--- config.mk ---
export PLATFORM = sky130hd
export DESIGN_NAME = pair_shuffle_map
export DESIGN_NICKNAME = d
export VERILOG_FILES = /design/src/rtl/pair_shuffle_map.sv
export SDC_FILE = /design/constraint.sdc
export NUM_CORES = 1
export LEC_CHECK = 0
export ABC_AREA = 1
export BUFFER_PORTS_ARGS = -buffer_cell sky130_fd_sc_hd__buf_2
export CAP_MARGIN = 25
export CORE_MARGIN = 2
export CORE_UTILIZATION = 65
export CTS_BUF_LIST = sky130_fd_sc_hd__clkbuf_16
export DETAILED_ROUTE_END_ITERATION = 10
export PLACE_DENSITY = 0.95
export SLEW_MARGIN = 30
export SYNTH_ARGS = -nofsm -noshare
export SYNTH_HDL_FRONTEND = slang
export SYNTH_SLANG_ARGS = --single-unit
export TNS_END_PERCENT = 10
--- constraint.sdc ---
create_clock -name clk -period 7.9 [get_ports clk]
set_input_delay 0 -clock clk [delete_from_list [all_inputs] [get_ports clk]]
set_output_delay 0 -clock clk [all_outputs]
set_load 0.005 [all_outputs]
--- src/rtl/pair_shuffle_map.sv ---
// Card-flip board generator: builds a pair layout (each symbol twice) and
// permutes it with a Fisher-Yates shuffle driven by a 16-bit LFSR.
module pair_shuffle_map #(
    parameter int          PAIRS = 8,
    parameter int          SYM_W = 3,
    parameter logic [15:0] SEED  = 16'hACE1
) (
    input  logic                       clk,
    input  logic                       reset,
    input  logic                       start,
    input  logic                       seed_load,
    input  logic [15:0]                seed_in,
    output logic                       busy,
    output logic                       done,
    output logic [2*PAIRS*SYM_W-1:0]   map
);
    localparam int SLOTS = 2 * PAIRS;
    localparam int IDX_W = $clog2(SLOTS);

    typedef enum logic [2:0] {IDLE, INIT, PICK, SWAP, COMMIT} state_t;

    state_t                 state_q, state_d;
    logic [15:0]            lfsr_q, lfsr_d;
    logic [SYM_W-1:0]       work_q [SLOTS];
    logic [SYM_W-1:0]       work_d [SLOTS];
    logic [IDX_W-1:0]       i_q, i_d;
    logic [IDX_W-1:0]       j_q, j_d;
    logic                   busy_q, busy_d;
    logic                   done_q, done_d;
    logic [SLOTS*SYM_W-1:0] map_q, map_d;
    logic [IDX_W-1:0]       mask_s;
    logic [IDX_W-1:0]       cand_s;

    function automatic logic [15:0] lfsr_next(input logic [15:0] v);
        return {v[14:0], v[15] ^ v[13] ^ v[12] ^ v[10]};
    endfunction

    // Smallest all-ones value covering v, so draws reject with probability < 1/2
    function automatic logic [IDX_W-1:0] bit_smear(input logic [IDX_W-1:0] v);
        logic [IDX_W-1:0] m;
        m = v;
        for (int b = 1; b < IDX_W; b++) begin
            m = m | (m >> b);
        end
        return m;
    endfunction

    // LFSR free-runs in every state; a seed load overrides the shift
    always_comb begin
        lfsr_d = lfsr_next(lfsr_q);
        if (seed_load) begin
            lfsr_d = (seed_in == 16'h0000) ? SEED : seed_in;
        end else begin
            lfsr_d = lfsr_next(lfsr_q);
        end
    end

    // Shuffle sequencing and work-array updates
    always_comb begin
        state_d = state_q;
        i_d     = i_q;
        j_d     = j_q;
        work_d  = work_q;
        mask_s  = bit_smear(i_q);
        cand_s  = lfsr_q[IDX_W-1:0] & mask_s;
        case (state_q)
            IDLE: begin
                if (start) begin
                    state_d = INIT;
                end else begin
                    state_d = IDLE;
                end
            end
            INIT: begin
                for (int k = 0; k < SLOTS; k++) begin
                    work_d[k] = SYM_W'(k >> 1);
                end
                i_d     = IDX_W'(SLOTS - 1);
                state_d = PICK;
            end
            PICK: begin
                if (cand_s <= i_q) begin
                    j_d     = cand_s;
                    state_d = SWAP;
                end else begin
                    state_d = PICK;
                end
            end
            SWAP: begin
                work_d[i_q] = work_q[j_q];
                work_d[j_q] = work_q[i_q];
                if (i_q == IDX_W'(1)) begin
                    state_d = COMMIT;
                end else begin
                    i_d     = i_q - IDX_W'(1);
                    state_d = PICK;
                end
            end
            COMMIT: begin
                state_d = IDLE;
            end
            default: begin
                state_d = IDLE;
            end
        endcase
    end

    // Output registers; map is loaded together with the done pulse so the
    // consumer sees the finished layout in the same cycle done is high
    always_comb begin
        busy_d = (state_d != IDLE);
        done_d = (state_d == COMMIT);
        map_d  = map_q;
        if (state_d == COMMIT) begin
            for (int k = 0; k < SLOTS; k++) begin
                map_d[k*SYM_W +: SYM_W] = work_d[k];
            end
        end else begin
            map_d = map_q;
        end
    end

    // State and datapath registers
    always_ff @(posedge clk or posedge reset) begin
        if (reset) begin
            state_q <= IDLE;
            lfsr_q  <= SEED;
            i_q     <= {IDX_W{1'b0}};
            j_q     <= {IDX_W{1'b0}};
            busy_q  <= 1'b0;
            done_q  <= 1'b0;
            map_q   <= {(SLOTS*SYM_W){1'b0}};
            for (int k = 0; k < SLOTS; k++) begin
                work_q[k] <= {SYM_W{1'b0}};
            end
        end else begin
            state_q <= state_d;
            lfsr_q  <= lfsr_d;
            i_q     <= i_d;
            j_q     <= j_d;
            busy_q  <= busy_d;
            done_q  <= done_d;
            map_q   <= map_d;
            work_q  <= work_d;
        end
    end

    assign busy = busy_q;
    assign done = done_q;
    assign map  = map_q;

endmodule

==> impl_metrics.prom, run 1 <==
# TYPE chip_impl_metric gauge
chip_impl_info{name="status",value="completed"} 1
chip_impl_metric{name="clock-skew-final",unit="ns"} 0.0102
chip_impl_metric{name="insertion_delay",unit="ns"} 0.42
chip_impl_metric{name="detail_route.drc_violations",unit=""} 0
chip_impl_metric{name="drive_gt1_frac",unit=""} 0.128
chip_impl_metric{name="synth.yosys.warnings",unit=""} 0
chip_impl_info{name="final_cell_mix",value="sky130_fd_sc_hd__nand2_1 (512), sky130_fd_sc_hd__inv_1 (146), sky130_fd_sc_hd__dfrtp_1 (117)"} 1
chip_impl_metric{name="std_cell_core_area",unit="um^2"} 11900
chip_impl_metric{name="max_cap_viol_count",unit=""} 0
chip_impl_metric{name="clk_transition_reported_paths",unit="ns"} 0.06
chip_impl_metric{name="fp.dieW",unit="um"} 114
chip_impl_metric{name="fin_nets",unit=""} 1275
chip_impl_metric{name="vias_per_cell",unit=""} 5.80
chip_impl_metric{name="fin_util",unit=""} 0.748
chip_impl_metric{name="worst_slew_slack_as_a_fraction_of_its_limit",unit=""} 0.464
chip_impl_metric{name="layout_min_cycle_time",unit="ns"} 3.30
chip_impl_metric{name="cts-htree-levels",unit=""} 4
chip_impl_metric{name="detail_route.first_pass.iterations",unit=""} 6
chip_impl_metric{name="worst_slew_pin_slew",unit="ns"} 0.804
chip_impl_metric{name="finalMaxSlewViolations",unit=""} 0
chip_impl_metric{name="final_critical_path_setup_slack",unit="ns"} 4.60
chip_impl_metric{name="postSynthNetCount",unit=""} 1203
chip_impl_metric{name="report.final.hold_viol_count",unit=""} 0
chip_impl_metric{name="cp_slowest_stage_delay",unit="ns"} 0.57
chip_impl_info{name="critical_path.top_delay_family",value="buffers and inverters"} 1
chip_impl_metric{name="gpl.final_weighted_congestion",unit=""} 0.974
chip_impl_metric{name="route.antenna.remaining_nets",unit=""} 0
chip_impl_metric{name="layout_worst_path_cycle_share",unit=""} 0.418
chip_impl_metric{name="maxClockFrequency",unit="MHz"} 303
chip_impl_info{name="most_common_cell_after_layout_fill_and_taps_aside",value="sky130_fd_sc_hd__nand2_1"} 1
chip_impl_metric{name="synth.avg_cell_area",unit="um^2"} 6.66
chip_impl_metric{name="num_antenna_cells",unit=""} 0
chip_impl_info{name="clock_tree_from_tritoncts",value="built"} 1
chip_impl_metric{name="grt_antenna_before_repair",unit=""} 0
chip_impl_info{name="cts_root_buf",value="sky130_fd_sc_hd__clkbuf_16"} 1
chip_impl_metric{name="grt_pass1_vias",unit=""} 7722
chip_impl_metric{name="crit_required",unit="ns"} 8.19
chip_impl_metric{name="power.density_cell_area",unit="nW/um^2"} 394
chip_impl_metric{name="synthesis.area",unit="um^2"} 7820
chip_impl_metric{name="report.power.total",unit="uW"} 3500
chip_impl_info{name="end_kind",value="register"} 1
chip_impl_info{name="timing.hold.worst.class",value="in2reg"} 1
chip_impl_metric{name="floorplan.die_area",unit="um^2"} 12900
chip_impl_metric{name="setup-tns-final",unit="ns"} 0
chip_impl_metric{name="synth_seq_cells",unit=""} 125
chip_impl_metric{name="core.rowCount",unit=""} 40
chip_impl_metric{name="routedWlPerCell",unit="um"} 16.7
chip_impl_metric{name="area_growth_syn_to_layout",unit="%"} 13.4
chip_impl_metric{name="cts_num_sinks",unit=""} 125
chip_impl_metric{name="synth_sequential_area_ratio",unit=""} 0.401
chip_impl_metric{name="port_buffers",unit=""} 69
chip_impl_metric{name="postRouteWirelength",unit="mm"} 23.5
chip_impl_metric{name="leakage_power",unit="uW"} 0.00496
chip_impl_metric{name="grt.total_usage",unit=""} 0.376
chip_impl_metric{name="grt_pass1_wl",unit="mm"} 37.9
chip_impl_metric{name="num_vias",unit=""} 8155
chip_impl_metric{name="boundaryPins",unit=""} 70
chip_impl_metric{name="setup_viol_count_final",unit=""} 0
chip_impl_metric{name="post_synth_inst_count",unit=""} 1175
chip_impl_metric{name="netlist_cell_types",unit=""} 30
chip_impl_metric{name="total_buffers_and_inverters_traversed_by_the_critical_path",unit=""} 8
chip_impl_metric{name="hpwlAfterDp",unit="mm"} 14.2
chip_impl_metric{name="hold-worst-slack",unit="ns"} 0.0400
chip_impl_metric{name="cts_max_path_buffers",unit=""} 2
chip_impl_info{name="unrepaired_setup_endpoints_after_global_routing",value="no"} 1
chip_impl_metric{name="worst_ir_drop_vdd",unit="mV"} 0.201
chip_impl_metric{name="grt_overflow_total",unit=""} 0
chip_impl_metric{name="pre_cts_slack",unit="ns"} 4.68
chip_impl_metric{name="post-cts-setup-buffer-count",unit=""} 0
chip_impl_info{name="critical_path_top_delay_cell",value="sky130_fd_sc_hd__buf_4"} 1
chip_impl_metric{name="worst_ep_arrival",unit="ns"} 3.59
chip_impl_metric{name="timing.critical_path.fanout_max",unit=""} 51
chip_impl_metric{name="initial_core_util",unit=""} 0.659
chip_impl_metric{name="grt_start_max_net_pins",unit=""} 64
chip_impl_metric{name="drt_first_iter_violations",unit=""} 1058
chip_impl_metric{name="cts-buffers-inserted",unit=""} 17
chip_impl_metric{name="die_h",unit="um"} 114
chip_impl_info{name="worst_setup_path_start_kind",value="register"} 1
chip_impl_info{name="worstPathCellList",value="inv_1, nor2_1, inv_1, buf_4, nor2_1, inv_2, buf_4, nor2_4, inv_2, buf_4, nand2_1, inv_2, nand2_1, a21boi_0, o21ai_0"} 1
chip_impl_info{name="worst-setup-path-type",value="reg2reg"} 1
==> synthesized netlist by cell type <==
| master | instances | share of area |
|---|---|---|
| sky130_fd_sc_hd__a21boi_0 | 19 | 0.018 |
| sky130_fd_sc_hd__a21boi_1 | 6 | 0.0058 |
| sky130_fd_sc_hd__a21oi_1 | 31 | 0.020 |
| sky130_fd_sc_hd__a31oi_1 | 8 | 0.0064 |
| sky130_fd_sc_hd__buf_1 | 4 | 0.0019 |
| sky130_fd_sc_hd__buf_2 | 9 | 0.0058 |
| sky130_fd_sc_hd__buf_4 | 1 | 0.00096 |
| sky130_fd_sc_hd__buf_6 | 14 | 0.020 |
| sky130_fd_sc_hd__clkbuf_1 | 13 | 0.0062 |
| sky130_fd_sc_hd__dfrtp_1 | 117 | 0.37 |
| sky130_fd_sc_hd__dfstp_2 | 8 | 0.027 |
| sky130_fd_sc_hd__ha_1 | 8 | 0.013 |
| sky130_fd_sc_hd__inv_1 | 144 | 0.069 |
| sky130_fd_sc_hd__inv_2 | 7 | 0.0034 |
| sky130_fd_sc_hd__inv_8 | 1 | 0.0014 |
| sky130_fd_sc_hd__mux2_2 | 6 | 0.0086 |
| sky130_fd_sc_hd__nand2_1 | 512 | 0.25 |
| sky130_fd_sc_hd__nand2_2 | 3 | 0.0024 |
| sky130_fd_sc_hd__nand3_1 | 51 | 0.033 |
| sky130_fd_sc_hd__nand4_1 | 3 | 0.0024 |
| sky130_fd_sc_hd__nor2_1 | 81 | 0.039 |
| sky130_fd_sc_hd__nor2_2 | 22 | 0.018 |
| sky130_fd_sc_hd__nor2_4 | 9 | 0.013 |
| sky130_fd_sc_hd__nor3_1 | 2 | 0.0013 |
| sky130_fd_sc_hd__nor4_1 | 4 | 0.0032 |
| sky130_fd_sc_hd__o21a_1 | 1 | 0.00096 |
| sky130_fd_sc_hd__o21ai_0 | 80 | 0.051 |
| sky130_fd_sc_hd__o21ai_1 | 7 | 0.0045 |
| sky130_fd_sc_hd__o221ai_1 | 1 | 0.0011 |
| sky130_fd_sc_hd__xnor2_1 | 3 | 0.0034 |
==> cell type report <==
| class | instances | area [um^2] |
|---|---|---|
| sequential | 125 | 3140 |
| fill | 868 | 2990 |
| clock inverter | 15 | 134 |
| multi-input combinational | 857 | 3830 |
| tap | 147 | 184 |
| inverter | 152 | 581 |
| clock buffer | 17 | 425 |
| timing repair buffer | 94 | 578 |
==> state kept, by name (all words and copies together) (netlist names) <==
signal,count
busy,1
done,1
i_q,4
j_q,4
lfsr_q,16
map,48
state_q,3
work_q,48
==> worst paths after layout <==
check	startpoint	endpoint	slack (ns)	cells past startpoint
max in group asynchronous	reset	work_q[9]	6.36	4
worst max-delay path	state_q[0]	i_q[2]	4.60	15
min in group asynchronous	reset	map[15]	0.25	3
worst max register to register	state_q[0]	i_q[2]	4.60	15
worst min register to register	map[43]	map[43]	0.48	2
worst min-delay path	seed_load	lfsr_q[13]	0.04	3
==> worst reg2reg max path: stages (launching register included) <==
cell                       delay (ns)
sky130_fd_sc_hd__dfrtp_1         0.39
sky130_fd_sc_hd__inv_1           0.06
sky130_fd_sc_hd__nor2_1          0.05
sky130_fd_sc_hd__inv_1           0.05
sky130_fd_sc_hd__buf_4           0.45
sky130_fd_sc_hd__nor2_1          0.10
sky130_fd_sc_hd__inv_2           0.06
sky130_fd_sc_hd__buf_4           0.57
sky130_fd_sc_hd__nor2_4          0.08
sky130_fd_sc_hd__inv_2           0.50
sky130_fd_sc_hd__buf_4           0.33
sky130_fd_sc_hd__nand2_1         0.12
sky130_fd_sc_hd__inv_2           0.10
sky130_fd_sc_hd__nand2_1         0.07
sky130_fd_sc_hd__a21boi_0        0.15
sky130_fd_sc_hd__o21ai_0         0.10
==> kinds of logic (layout without fill, tap and decap cells) <==
| logic type | count (synthesis) | count (layout) | synth area share |
|---|---|---|---|
| AND/OR/NAND/NOR | 687 | 687 | 0.357 |
| flip-flops | 125 | 125 | 0.401 |
| AO/OA/AOI/OAI | 153 | 153 | 0.108 |
| buffers and inverters | 193 | 278 | 0.109 |
| adder cells (fa/ha/maj) | 8 | 8 | 0.0128 |
| multiplexers | 6 | 6 | 0.00864 |
| XOR/XNOR | 3 | 3 | 0.00336 |
==> power by group <==
group,leakage (uW),internal [uW],switching [uW]
Clock,0.000276,457,304
Combinational,0.00313,490,1310
Sequential,0.00155,793,146
==> metal layers <==
layer	vias to the layer above	track usage	wire length (um)
li1	3768	-	-
met1	3613	0.482	9100
met2	626	0.584	10600
met3	148	0.0866	2520
met4	0	0.228	1320
met5	-	0	0
==> what timing repair did <==
item	CTS	global route
setup endpoints to repair	0	0
endpoints found under the hold margin	80	0
hold buffers	18	0
gates resized for setup	0	0
==> stage by stage <==
step	instances	cell area [um^2]
3_3_place_gp	1357	8130
5_1_grt	1407	8870
4_1_cts	1407	8870
6_report	1407	8870
2_1_floorplan	1175	7820
3_5_place_dp	1357	8130
Note: power is estimated with default switching activity, not from simulation.
==> run 2: changes to the inputs <==
--- a/config.mk
+++ b/config.mk
@@ -9,10 +9,10 @@
 export BUFFER_PORTS_ARGS = -buffer_cell sky130_fd_sc_hd__buf_2
 export CAP_MARGIN = 25
 export CORE_MARGIN = 2
-export CORE_UTILIZATION = 65
+export CORE_UTILIZATION = 61
 export CTS_BUF_LIST = sky130_fd_sc_hd__clkbuf_16
 export DETAILED_ROUTE_END_ITERATION = 10
-export PLACE_DENSITY = 0.95
+export PLACE_DENSITY = 0.92
 export SLEW_MARGIN = 30
 export SYNTH_ARGS = -nofsm -noshare
 export SYNTH_HDL_FRONTEND = slang
==> constraint.sdc (replaced) <==
create_clock -name clk -period 3.1 [get_ports clk]
set_input_delay 0 -clock clk [delete_from_list [all_inputs] [get_ports clk]]
set_output_delay 0 -clock clk [all_outputs]
set_load 0.005 [all_outputs]
==> run 2 against run 1 <==
  * Critical path depth decreased by 4
  * Maximum frequency rose by 42%
  * Non-clock buffer count is 10 higher
  * Sequential share of layout area down 0.58 points
  * Clock skew decreased by 0.00099 ns
  * Total power rose to 2.6 times the previous value
  * Sequential power is 150% higher
  * Register-to-register slack worse by 3.8 ns
  * Design area grew 1.7%
  * Routed wire length decreased by 1.4%
  * First-iteration DRC count is 18% lower
==> impl_metrics.prom, run 2 (same netlist as run 1, synthesis figures left out) <==
# TYPE chip_impl_metric gauge
chip_impl_metric{name="drive_gt1_frac",unit=""} 0.134
chip_impl_metric{name="post-cts-setup-buffer-count",unit=""} 0
chip_impl_metric{name="worst_slew_slack_as_a_fraction_of_its_limit",unit=""} 0.530
chip_impl_metric{name="num_antenna_cells",unit=""} 0
chip_impl_metric{name="setup_viol_count_final",unit=""} 0
chip_impl_metric{name="postCtsResizedCells",unit=""} 0
chip_impl_metric{name="routedWlPerCell",unit="um"} 16.1
chip_impl_metric{name="cts_max_path_buffers",unit=""} 2
chip_impl_info{name="critical_path_top_delay_cell",value="sky130_fd_sc_hd__dfrtp_1"} 1
chip_impl_metric{name="layout_worst_path_cycle_share",unit=""} 0.748
chip_impl_metric{name="report.final.hold_viol_count",unit=""} 0
chip_impl_info{name="worstPathCellList",value="inv_2, ha_1, inv_1, o21ai_0, ha_1, nor2_1, o21a_1, o221ai_1, nand2_1, nor2_1, a21oi_1"} 1
chip_impl_info{name="worst-setup-path-type",value="reg2reg"} 1
chip_impl_metric{name="fp.dieW",unit="um"} 117
chip_impl_metric{name="clock-skew-final",unit="ns"} 0.00918
chip_impl_metric{name="worst_ep_arrival",unit="ns"} 2.61
chip_impl_info{name="whs_endpoint",value="lfsr_q[10]"} 1
chip_impl_metric{name="boundaryPins",unit=""} 70
chip_impl_metric{name="numPlacedInstances",unit=""} 1390
chip_impl_metric{name="max_cap_viol_count",unit=""} 0
chip_impl_metric{name="grt_start_max_net_pins",unit=""} 66
chip_impl_info{name="clock_tree_from_tritoncts",value="built"} 1
chip_impl_metric{name="grt_util_met1",unit=""} 0.447
chip_impl_metric{name="grt_overflow_total",unit=""} 0
chip_impl_metric{name="maxClockFrequency",unit="MHz"} 431
chip_impl_metric{name="detail_route.drc_violations",unit=""} 0
chip_impl_metric{name="setup-tns-final",unit="ns"} 0
chip_impl_metric{name="num_vias",unit=""} 8008
chip_impl_metric{name="initial_core_util",unit=""} 0.622
chip_impl_metric{name="route.antenna.remaining_nets",unit=""} 0
chip_impl_metric{name="std_cell_core_area",unit="um^2"} 12600
chip_impl_metric{name="grt.total_usage",unit=""} 0.358
chip_impl_metric{name="total_buffers_and_inverters_traversed_by_the_critical_path",unit=""} 2
chip_impl_metric{name="vias_per_cell",unit=""} 5.55
chip_impl_metric{name="floorplan.die_area",unit="um^2"} 13700
chip_impl_metric{name="gr-usage-met3",unit=""} 0.0870
chip_impl_metric{name="die_h",unit="um"} 117
chip_impl_info{name="status",value="completed"} 1
chip_impl_metric{name="reg2reg_slack",unit="ns"} 0.78
chip_impl_metric{name="min_path_cells",unit=""} 3
chip_impl_metric{name="timing.critical_path.fanout_max",unit=""} 16
chip_impl_metric{name="finalMaxSlewViolations",unit=""} 0
chip_impl_info{name="worstHoldStart",value="seed_load"} 1
chip_impl_metric{name="insertion_delay",unit="ns"} 0.43
chip_impl_metric{name="crit_required",unit="ns"} 3.39
chip_impl_metric{name="gpl.final_weighted_congestion",unit=""} 1.02
chip_impl_metric{name="detail_route.first_pass.iterations",unit=""} 5
chip_impl_metric{name="final.fill_count",unit=""} 993
chip_impl_info{name="grt.busiest_layer",value="met2"} 1
chip_impl_metric{name="cts_num_sinks",unit=""} 125
chip_impl_info{name="end_kind",value="register"} 1
chip_impl_metric{name="area_growth_syn_to_layout",unit="%"} 15.3
chip_impl_metric{name="drt_first_iter_violations",unit=""} 870
chip_impl_info{name="most_common_cell_after_layout_fill_and_taps_aside",value="sky130_fd_sc_hd__nand2_1"} 1
chip_impl_metric{name="core.rowCount",unit=""} 41
chip_impl_metric{name="grt_antenna_before_repair",unit=""} 0
chip_impl_metric{name="reg2reg_depth",unit=""} 11
chip_impl_metric{name="postRouteWirelength",unit="mm"} 23.2
chip_impl_info{name="unrepaired_setup_endpoints_after_global_routing",value="no"} 1
chip_impl_metric{name="layout_min_cycle_time",unit="ns"} 2.32
chip_impl_metric{name="grt_pass1_wl",unit="mm"} 37.1
chip_impl_metric{name="worst_slew_pin_slew",unit="ns"} 0.704
chip_impl_metric{name="cts-htree-levels",unit=""} 4
chip_impl_info{name="worst_setup_path_start_kind",value="register"} 1
chip_impl_metric{name="grt_pass1_vias",unit=""} 7501
chip_impl_info{name="critical_path.reg2reg.startpoint",value="i_q[1]"} 1
chip_impl_metric{name="hpwlAfterDp",unit="mm"} 15.1
chip_impl_metric{name="worst_ir_drop_vdd",unit="mV"} 0.595
chip_impl_metric{name="clk_transition_reported_paths",unit="ns"} 0.06
chip_impl_metric{name="grt.met2_usage",unit=""} 0.565
chip_impl_metric{name="leakage_power",unit="uW"} 0.00503
chip_impl_metric{name="cts-buffers-inserted",unit=""} 17
chip_impl_info{name="critical_path.top_delay_family",value="compound AO/OA/AOI/OAI gates"} 1
chip_impl_metric{name="layoutNonFillerInstCount",unit=""} 1442
chip_impl_info{name="final_cell_mix",value="sky130_fd_sc_hd__nand2_1 (512), sky130_fd_sc_hd__inv_1 (145), sky130_fd_sc_hd__dfrtp_1 (117)"} 1
chip_impl_info{name="r2r-end",value="j_q[1]"} 1
chip_impl_info{name="timing.hold.worst.class",value="in2reg"} 1
chip_impl_metric{name="cp_slowest_stage_delay",unit="ns"} 0.44
chip_impl_info{name="cts_root_buf",value="sky130_fd_sc_hd__clkbuf_16"} 1
chip_impl_metric{name="port_buffers",unit=""} 69
chip_impl_metric{name="fin_nets",unit=""} 1285
chip_impl_metric{name="power.density_cell_area",unit="nW/um^2"} 993
## run 2: cell count changes in the layout (fill, tap and decap cells not counted)
cell / previous run / this run
sky130_fd_sc_hd__buf_4: 7 / 14
sky130_fd_sc_hd__inv_1: 146 / 145
sky130_fd_sc_hd__clkinvlp_4: 4 / 2
sky130_fd_sc_hd__inv_4: 1 / 0
sky130_fd_sc_hd__clkinv_2: 4 / 6
sky130_fd_sc_hd__bufinv_16: 2 / 3
sky130_fd_sc_hd__dlygate4sd3_1: 18 / 20
sky130_fd_sc_hd__buf_12: 0 / 1
sky130_fd_sc_hd__inv_6: 1 / 0
sky130_fd_sc_hd__clkinv_4: 0 / 2
## run 2: stage by stage
stage / area, um^2 / power, uW / util / hold WS [ns] / setup slack [ns]
2_1_floorplan: 7830 / 5610 / - / 0.107 / 1.01
3_3_place_gp: 8240 / 6580 / 0.655 / 0.103 / 0.869
3_5_place_dp: 8240 / 6690 / 0.655 / 0.107 / 0.814
4_1_cts: 9020 / 8730 / 0.718 / 0.00515 / 0.800
5_1_grt: 9020 / 9510 / 0.718 / 0.0392 / 0.622
6_report: 9020 / 8960 / 0.718 / 0.0225 / 0.781
## run 2: worst max path at each step
stage,cells past startpoint,end,from
after floorplan,13,j_q[1],i_q[0]
after global placement,11,j_q[1],i_q[1]
after detailed placement,11,j_q[1],i_q[1]
after CTS,11,j_q[1],i_q[1]
after global routing,11,j_q[1],i_q[1]
final,11,j_q[1],i_q[1]
## run 2: area by class of cell
class,count,area [um^2],share of cell area
Multi-Input combinational cell,857,3830,0.425
Timing Repair Buffer,104,671,0.0744
Sequential cell,125,3140,0.348
Clock buffer,17,425,0.0472
Clock inverter,15,156,0.0173
Inverter,152,582,0.0645
Tap cell,172,215,0.0239
## run 2: power by group
part           leakage, uW  total, uW  switching, uW  internal [uW]
registers          0.00155       2340            317           2020
logic              0.00318       4610           3320           1290
clock network     0.000296       2010            762           1250
## run 2: timing repair
item / in CTS / in global routing
setup endpoints to repair: 0 / 0
hold buffers: 20 / 0
endpoints found under the hold margin: 37 / 0
## run 2: per-layer routing
| metal | up-vias | part of all wire |
|---|---|---|
| met5 | - | 0 |
| met4 | 0 | 0.053 |
| met3 | 115 | 0.095 |
| met2 | 487 | 0.45 |
| met1 | 3616 | 0.40 |
| li1 | 3790 | - |
## run 2: tightest hold or removal path, stage by stage
cell	delay (ns)
sky130_fd_sc_hd__buf_2	0.24
sky130_fd_sc_hd__nor2_1	0.16
sky130_fd_sc_hd__a31oi_1	0.05
